File: src/rtl/rf_access_pkg.sv
// Shared definitions for the register-file access front-end.
// Latency: n/a (types and constants only).
// Backpressure: n/a.
package rf_access_pkg;

    localparam int DEF_ADDR_W = 5;
    localparam int DEF_DATA_W = 32;

    typedef enum logic [1:0] {
        OP_READ  = 2'b00,
        OP_WRITE = 2'b01,
        OP_DUMP  = 2'b10,
        OP_CLEAR = 2'b11
    } op_e;

    typedef enum logic [2:0] {
        ST_IDLE,
        ST_RESP,
        ST_WRITE,
        ST_DUMP,
        ST_CLEAR
    } state_e;

endpackage

File: src/rtl/rf_access_ctrl.sv
// Purpose: serialise READ/WRITE/DUMP/CLEAR commands onto register-file ports, return beats.
// Latency: READ resp T+1, WRITE resp T+2, DUMP first beat T+1, CLEAR resp T+NUM_REGS+1.
// Backpressure: one command in flight; resp_* held stable while resp_valid && !resp_ready.
//
// Ports: clk/rst (sync, active-high); cmd_valid/cmd_ready/cmd_op/cmd_addr/cmd_data command
// stream; resp_valid/resp_ready/resp_addr/resp_data/resp_last response stream;
// rf_ra/rf_rd register-file read port (combinational read); rf_wa/rf_wd/rf_we write port.
// Build option: define RF_ACCESS_X0_ZERO_EN to treat register 0 as hard-wired zero.
module rf_access_ctrl
    import rf_access_pkg::*;
#(
    parameter int ADDR_W = DEF_ADDR_W,
    parameter int DATA_W = DEF_DATA_W
) (
    input  logic              clk,
    input  logic              rst,
    input  logic              cmd_valid,
    output logic              cmd_ready,
    input  logic [1:0]        cmd_op,
    input  logic [ADDR_W-1:0] cmd_addr,
    input  logic [DATA_W-1:0] cmd_data,
    output logic              resp_valid,
    input  logic              resp_ready,
    output logic [ADDR_W-1:0] resp_addr,
    output logic [DATA_W-1:0] resp_data,
    output logic              resp_last,
    output logic [ADDR_W-1:0] rf_ra,
    input  logic [DATA_W-1:0] rf_rd,
    output logic [ADDR_W-1:0] rf_wa,
    output logic [DATA_W-1:0] rf_wd,
    output logic              rf_we
);

    localparam int                NUM_REGS = 2 ** ADDR_W;
    localparam logic [ADDR_W-1:0] LAST_IDX = ADDR_W'(NUM_REGS - 1);

`ifdef RF_ACCESS_X0_ZERO_EN
    localparam bit X0_ZERO = 1'b1;
`else
    localparam bit X0_ZERO = 1'b0;
`endif

    // Register 0 reads as zero when the hard-wired-zero option is built in.
    function automatic logic [DATA_W-1:0] rd_mask(input logic [ADDR_W-1:0] a,
                                                  input logic [DATA_W-1:0] d);
        return (X0_ZERO && (a == '0)) ? '0 : d;
    endfunction

    state_e            state_q, state_d;
    logic              resp_valid_q, resp_valid_d;
    logic [ADDR_W-1:0] resp_addr_q, resp_addr_d;
    logic [DATA_W-1:0] resp_data_q, resp_data_d;
    logic              resp_last_q, resp_last_d;
    logic [ADDR_W-1:0] rf_wa_q, rf_wa_d;
    logic [DATA_W-1:0] rf_wd_q, rf_wd_d;
    logic              rf_we_q, rf_we_d;
    logic [ADDR_W-1:0] idx_q, idx_d;

    logic [ADDR_W-1:0] idx_next;
    logic              wr_allowed;

    assign idx_next   = idx_q + ADDR_W'(1);
    assign wr_allowed = !(X0_ZERO && (cmd_addr == '0));

    always_comb begin
        state_d      = state_q;
        resp_valid_d = resp_valid_q;
        resp_addr_d  = resp_addr_q;
        resp_data_d  = resp_data_q;
        resp_last_d  = resp_last_q;
        rf_wa_d      = rf_wa_q;
        rf_wd_d      = rf_wd_q;
        rf_we_d      = 1'b0;
        idx_d        = idx_q;
        rf_ra        = cmd_addr;

        case (state_q)
            ST_IDLE: begin
                // DUMP ignores cmd_addr; point the read port at register 0 so the
                // first beat can be captured on the accept edge.
                if (cmd_valid && (op_e'(cmd_op) == OP_DUMP)) begin
                    rf_ra = '0;
                end
                if (cmd_valid) begin
                    case (op_e'(cmd_op))
                        OP_READ: begin
                            resp_valid_d = 1'b1;
                            resp_addr_d  = cmd_addr;
                            resp_data_d  = rd_mask(cmd_addr, rf_rd);
                            resp_last_d  = 1'b1;
                            state_d      = ST_RESP;
                        end
                        OP_WRITE: begin
                            rf_wa_d = cmd_addr;
                            rf_wd_d = cmd_data;
                            rf_we_d = wr_allowed;
                            state_d = ST_WRITE;
                        end
                        OP_DUMP: begin
                            idx_d        = '0;
                            resp_valid_d = 1'b1;
                            resp_addr_d  = '0;
                            resp_data_d  = rd_mask('0, rf_rd);
                            resp_last_d  = (LAST_IDX == '0);
                            state_d      = ST_DUMP;
                        end
                        default: begin // OP_CLEAR
                            rf_we_d = 1'b1;
                            rf_wa_d = '0;
                            rf_wd_d = '0;
                            idx_d   = '0;
                            state_d = ST_CLEAR;
                        end
                    endcase
                end
            end

            ST_WRITE: begin
                rf_ra        = rf_wa_q;
                resp_valid_d = 1'b1;
                resp_addr_d  = rf_wa_q;
                // The register file only updates at the end of this cycle, so its
                // combinational read still shows the old value; forward the data
                // being written instead. A suppressed write reads back normally.
                resp_data_d  = rf_we_q ? rf_wd_q : rd_mask(rf_wa_q, rf_rd);
                resp_last_d  = 1'b1;
                state_d      = ST_RESP;
            end

            ST_RESP: begin
                if (resp_ready) begin
                    resp_valid_d = 1'b0;
                    state_d      = ST_IDLE;
                end
            end

            ST_DUMP: begin
                // Look one register ahead so the next beat loads on the handshake edge.
                rf_ra = idx_next;
                if (resp_ready) begin
                    if (resp_last_q) begin
                        resp_valid_d = 1'b0;
                        idx_d        = '0;
                        state_d      = ST_IDLE;
                    end else begin
                        idx_d       = idx_next;
                        resp_addr_d = idx_next;
                        resp_data_d = rd_mask(idx_next, rf_rd);
                        resp_last_d = (idx_next == LAST_IDX);
                    end
                end
            end

            ST_CLEAR: begin
                if (idx_q == LAST_IDX) begin
                    idx_d        = '0;
                    resp_valid_d = 1'b1;
                    resp_addr_d  = LAST_IDX;
                    resp_data_d  = '0;
                    resp_last_d  = 1'b1;
                    state_d      = ST_RESP;
                end else begin
                    idx_d   = idx_next;
                    rf_wa_d = idx_next;
                    rf_we_d = 1'b1;
                end
            end

            default: begin
                state_d = ST_IDLE;
            end
        endcase
    end

    always_ff @(posedge clk) begin
        if (rst) begin
            state_q      <= ST_IDLE;
            resp_valid_q <= 1'b0;
            resp_addr_q  <= '0;
            resp_data_q  <= '0;
            resp_last_q  <= 1'b0;
            rf_wa_q      <= '0;
            rf_wd_q      <= '0;
            rf_we_q      <= 1'b0;
            idx_q        <= '0;
        end else begin
            state_q      <= state_d;
            resp_valid_q <= resp_valid_d;
            resp_addr_q  <= resp_addr_d;
            resp_data_q  <= resp_data_d;
            resp_last_q  <= resp_last_d;
            rf_wa_q      <= rf_wa_d;
            rf_wd_q      <= rf_wd_d;
            rf_we_q      <= rf_we_d;
            idx_q        <= idx_d;
        end
    end

    assign cmd_ready  = (state_q == ST_IDLE) && !rst;
    assign resp_valid = resp_valid_q;
    assign resp_addr  = resp_addr_q;
    assign resp_data  = resp_data_q;
    assign resp_last  = resp_last_q;
    assign rf_wa      = rf_wa_q;
    assign rf_wd      = rf_wd_q;
    assign rf_we      = rf_we_q;

endmodule

File: config.mk
export PLATFORM = sky130hd
export DESIGN_NAME = rf_access_ctrl
export DESIGN_NICKNAME = d
export VERILOG_FILES = /design/src/rtl/rf_access_pkg.sv /design/src/rtl/rf_access_ctrl.sv
export SDC_FILE = /design/constraint.sdc
export NUM_CORES = 1
export LEC_CHECK = 0
export ABC_AREA = 1
export CAP_MARGIN = 5
export CORE_ASPECT_RATIO = 0.75
export CORE_MARGIN = 2
export CORE_UTILIZATION = 43
export CTS_CLUSTER_DIAMETER = 100
export DETAILED_ROUTE_END_ITERATION = 6
export MAX_ROUTING_LAYER = met4
export PLACE_DENSITY = 0.78
export SYNTH_ARGS = -nofsm -noshare
export SYNTH_HDL_FRONTEND = slang
export SYNTH_SLANG_ARGS = --single-unit
File: constraint.sdc
create_clock -name clk -period 1.9 [get_ports clk]
set_clock_uncertainty 0.2 [all_clocks]
set_input_delay 0.38 -clock clk [delete_from_list [all_inputs] [get_ports clk]]
set_output_delay 0.38 -clock clk [all_outputs]
set_load 0.005 [all_outputs]
Word-level counts from Yosys, hierarchy flattened:

Cells that the tools add are included.

* register bits after elaboration: 85
* input bits: 75
* output and inout bits: 83

* reductions and logical operators: 19
* multiplexer cells: 49
* bitwise logic cells: 1
* $add $sub $neg: 1
* eq/ne operators: 19

Operator list (number)
* 32-bit 2-to-1 mux: 6
* 32-bit one-hot mux with 4 select lines: 1
* 32-bit one-hot mux with 2 select lines: 1
* 5-bit 2-to-1 mux: 12
* 5-bit one-hot mux with 2 select lines: 3
* 5-bit one-hot mux with 3 select lines: 2
* 2-bit != test, second input constant: 10
* 5-bit one-hot mux with 4 select lines: 1
* 3-bit 2-to-1 mux: 5
* 3-bit one-hot mux with 5 select lines: 1
* 1-bit 2-to-1 mux: 12
* 6-bit AND reduction: 2
* 5-bit == test, second input constant: 2
* 5-bit AND reduction: 2
* 3-bit one-hot mux with 3 select lines: 1
* 4-bit AND reduction: 2
* 7-bit AND reduction: 1
* 3-bit by 2-bit == test with 1-bit output, second input constant: 2
* 5-bit by 1-bit adder with 5-bit output, second input constant: 1
* 1-bit one-hot mux with 5 select lines: 1
* 5-bit nonzero test: 1
* 1-bit one-hot mux with 2 select lines: 2
* 1-bit one-hot mux with 4 select lines: 1
* 4-bit nonzero test: 1
* 14 further kinds: 16

Longest topological paths before layout:

* depth after elaboration: 5
* gate-level depth with buffers: 13
* gate-level depth less buffers: 12

Least setup slack after synthesis:

No wires, ideal clock.

* path type: register to register
* start: register idx_q[0]
* end: register resp_data_q[0] (netlist: resp_data[0])
* period minus slack after synthesis: 1.917 ns
* setup time: 0.115 ns
* slack: -0.017 ns
* arrival time: 1.602 ns
* cell stages (with the launch flop): 14
* cells stage by stage: dfxtp_1 > ha_1 > nand2_1 > nor2_1 > ha_1 > inv_1 > nand3_2 > nand2_1 > nor2_2 > buf_6 > buf_6 > nand3_1 > nand2_1 > nor2_1

* longest elaborated chain between the ends: 3

RTL lines
* start, declared: line rf_access_ctrl.sv:57 `logic [ADDR_W-1:0] idx_q, idx_d;`
* start signal, assigned: line rf_access_ctrl.sv:195 `idx_q <= idx_d;`
* 5-bit == test: line rf_access_ctrl.sv:155 `if (idx_q == LAST_IDX) begin`
* 2-bit != test (no line)
* 6-bit AND reduction (no line)
* end signal, assigned: line rf_access_ctrl.sv:190 `resp_data_q <= resp_data_d;`
* end, declared: line rf_access_ctrl.sv:52 `logic [DATA_W-1:0] resp_data_q, resp_data_d;`

No other way between the ends.
A chain may end at the register's enable or synchronous reset.

Worst setup path after layout:

* start: register state_q[0]
* end: output port rf_ra[2]

* longest elaborated chain between the ends: 2
* elaborated cells between the ends (all ways): 4

RTL lines
* start, declared: line rf_access_ctrl.sv:49 `state_e state_q, state_d;`
* start signal, assigned: line rf_access_ctrl.sv:187 `state_q <= state_d;`
* 3-bit by 2-bit == test with 1-bit output or 3-bit zero test (tied branches): line rf_access_ctrl.sv:77 `case (state_q)`
* 5-bit one-hot mux with 3 select lines (*): line rf_access_ctrl.sv:77
* end, declared: line rf_access_ctrl.sv:27 `output logic [ADDR_W-1:0] rf_ra,`

Every way passes the cells marked *; elsewhere a longest branch is shown, timed or not.

==> results by group <==
Critical path
  – Worst r2r path cells: 13
  – CP max stage delay: about 0.36 ns
  – Cell chain of the critical path: nor2_4, nand2_2, inv_2, o21ai_1, nand3_1, buf_4, inv_2, o21ai_1, buf_2
  – Worst R2R Setup Slack: -0.17 ns
  – Crit. End Element: primary output
  – Setup CP Type: reg -> out
  – RR Startpoint: idx_q[0]
  – Worst Setup Start Kind: register
  – Reg-to-Reg End: resp_data[22]
  – Worst Path Arrival: ~1.6 ns
  – Data required time of the worst path: 1.32 ns
  – Slowest stage cell, crit path: dfxtp_4
  – CP Max Fanout: 4

Floorplan
  – # IOs: 158
  – Core Box Area: ~11000 um^2
  – Die ar.: roughly 13000 um^2
  – Cell row count: 34
  – Die Ht: 97.4 um
  – DIE WIDTH: 129 um
  – Starting Density: 0.436

Yosys
  – Synthesized instance count: between 800 and 900
  – Synthesized area: around 5000 um^2
  – Sequential-to-total area share from yosys stat: 0.340
  – Syn_area_per_cell: around 6 um^2
  – Post-Synthesis Net Count: approximately 900
  – Synth Register Bits: 85
  – Synth unique cells: 23
  – Yosys warnings: 0

Cells and area
  – Nets: about 1.1k
  – Fillers: roughly 840
  – Post-layout util: 0.753
  – Area Overhead vs Synth: 72.9%
  – Area of the multi-input gates: 3140 um^2
  – FF+latch area: 1720 um^2
  – Proportion of layout cells with a drive suffix above 1: 0.241
  – N_diodes: 0
  – Post-Layout Cell Count: about 1.2k

Worst hold path
  – Hold_sp: resp_data[2]
  – Worst Hold Depth: 2
  – Hold EP: resp_data[2]
  – Hold WC Path Type: reg -> reg

Global route
  – Grt total ovfl: 0
  – First-pass GRT wire length: a little under 30000 um
  – Largest net degree at the start of global routing: 65
  – Initial antenna violation count: 0
  – Vias in the first global route: ~5.6k
  – Global Route Usage Sum: 0.311

Power and ir drop
  – VDD IR max: ~950 uV
  – Power Density: around 1700 nW/um^2
  – Total Power: between 15000 and 20000 uW
  – Static leakage: a little under 0.004 uW

Clock tree
  – TritonCTS Buffers: 9
  – Clock Latency Late Sink: 0.34 ns
  – Number of hold buffers added after cts: 0
  – CTS tree: yes
  – Worst-path clk slew: roughly 0.07 ns
  – Clock Sinks: 85
  – CTS root buf: clkbuf_16
  – Max clock buf depth: 2
  – CTS H-tree lvls: 3

Timing
  – Final period util: 1.13
  – Tmin final: around 2.1 ns
  – Max Slew Vio Count: 0
  – Setup ws final: -0.242 ns
  – Fin. Hold Viols: 0
  – Final setup violating endpoints: 38
  – Slew HR: 0.782
  – Max Fclk: 467 MHz
  – RSZ-0062 raised after global routing: true
  – Worst Tran Pin Value: around 0.33 ns

Route
  – Iteration-0 DRC count of the detailed router: roughly 680
  – Overall routed net length: just over 20000 um
  – Post-DR vias/cell: 5.26
  – Drt pass-1 iters: 5
  – Antenna Nets Post-Route: 0
  – Vias: ~6.3k
  – DRC: 0
  – DR WL/cell: roughly 17 um

Placement
  – DP Cell Count: around 1.2k
  – Post-DP HPWL: about 13000 um
  – GP Congestion: approximately 0.95
  – Port Buffers: around 160

Status
  – Status: complete, but fails checks
  – Violated checks: negative setup slack

Job
  – Max cap viols: 0
routing by layer:
metal  GRT usage  up-vias  routed length [um]
met1       0.473     2910                9360
met3      0.0551       35                1720
met4      0.0736        0                 411
li1            -     3066                   -
met2       0.426      296                8910
met5           -        -                   0
critical path: cells and delay by family (launching register included):
kind	cells	cell delay, ns
AO/OA/AOI/OAI	2	0.17
buffers and inverters	4	0.35
flip-flops	1	0.36
AND/OR/NAND/NOR	3	0.33
worst max path at each step:
stage                   end       start  depth (start not counted)
6_report           rf_ra[2]  state_q[0]                          9
5_1_grt            rf_ra[1]  state_q[0]                          8
4_1_cts            rf_ra[4]    idx_q[1]                          7
3_5_place_dp       rf_ra[2]   cmd_op[0]                          9
3_3_place_gp       rf_ra[2]   cmd_op[0]                          9
2_1_floorplan  resp_data[0]    idx_q[1]                         13
synthesized netlist by cell type, drive strengths merged:
| cell type | instances | area share |
|---|---|---|
| nor2 | 86 | 0.068 |
| nand3b | 2 | 0.0030 |
| a21oi | 78 | 0.078 |
| clkbuf | 25 | 0.019 |
| o21bai | 2 | 0.0030 |
| nand4 | 10 | 0.014 |
| ha | 7 | 0.018 |
| buf | 29 | 0.036 |
| inv | 105 | 0.079 |
| o21ai | 50 | 0.050 |
| nand3 | 116 | 0.12 |
| dfxtp | 85 | 0.34 |
| nand2 | 227 | 0.17 |
state kept, by name, summed over array words and instances (netlist names):
register,cells
rf_we,1
rf_wd,32
resp_valid,1
resp_last,1
idx_q,5
state_q,3
rf_wa,5
resp_data,32
resp_addr,5
layout make-up:
type                       count  share of cell area
multi-input combinational    578               0.363
clock inverter                 5              0.0124
timing repair buffer         272               0.331
clock buffer                  10              0.0276
sequential                    85               0.199
tap                          144              0.0208
inverter                     105              0.0464
power by group:
group	internal, uW	switching, uW	leakage, uW	total [uW]
Clock	1320	756	0.000169	2080
Combinational	4940	5270	0.00303	10200
Sequential	2360	466	0.000700	2830
Total	8630	6490	0.00390	15100
placed cells by master, fill, tap and decap left out, types with 16 or more instances in the layout:
cell type	Yosys	routed
a21oi_1	78	43
a21oi_2	0	28
buf_12	0	16
buf_4	5	69
buf_6	4	16
clkdlybuf4s50_1	0	146
dfxtp_1	85	78
inv_1	101	94
nand2_1	221	207
nand2_2	6	17
nand3_1	112	91
nand3_2	4	18
nor2_1	83	74
o21ai_0	49	46
per-stage QoR:
step	worst slack, ns	area, um^2	hold WS [ns]	TNS (ns)
after global placement	-0.784	7240	0.259	-51.89
after CTS	-0.232	8150	0.287	-2.95
final	-0.242	8650	0.281	-4.19
after detailed placement	-0.814	7240	0.271	-52.41
after global routing	-0.316	8650	0.291	-6.57
after floorplan	0.0132	5000	0.248	0
timing repair:
action,CTS,global route
pin swaps,21,70
gates cloned,8,4
endpoints found under the setup margin,90,91
buffers inserted,18,7
resized for setup,104,104
kinds of logic after synthesis:
group | share of synthesized area
AOI/OAI and AO/OA | 0.131
buffers and inverters | 0.133
and+or+nand+nor | 0.378
DFF | 0.340
adders and majority gates | 0.0175
Power figures use the tool's default switching activity.
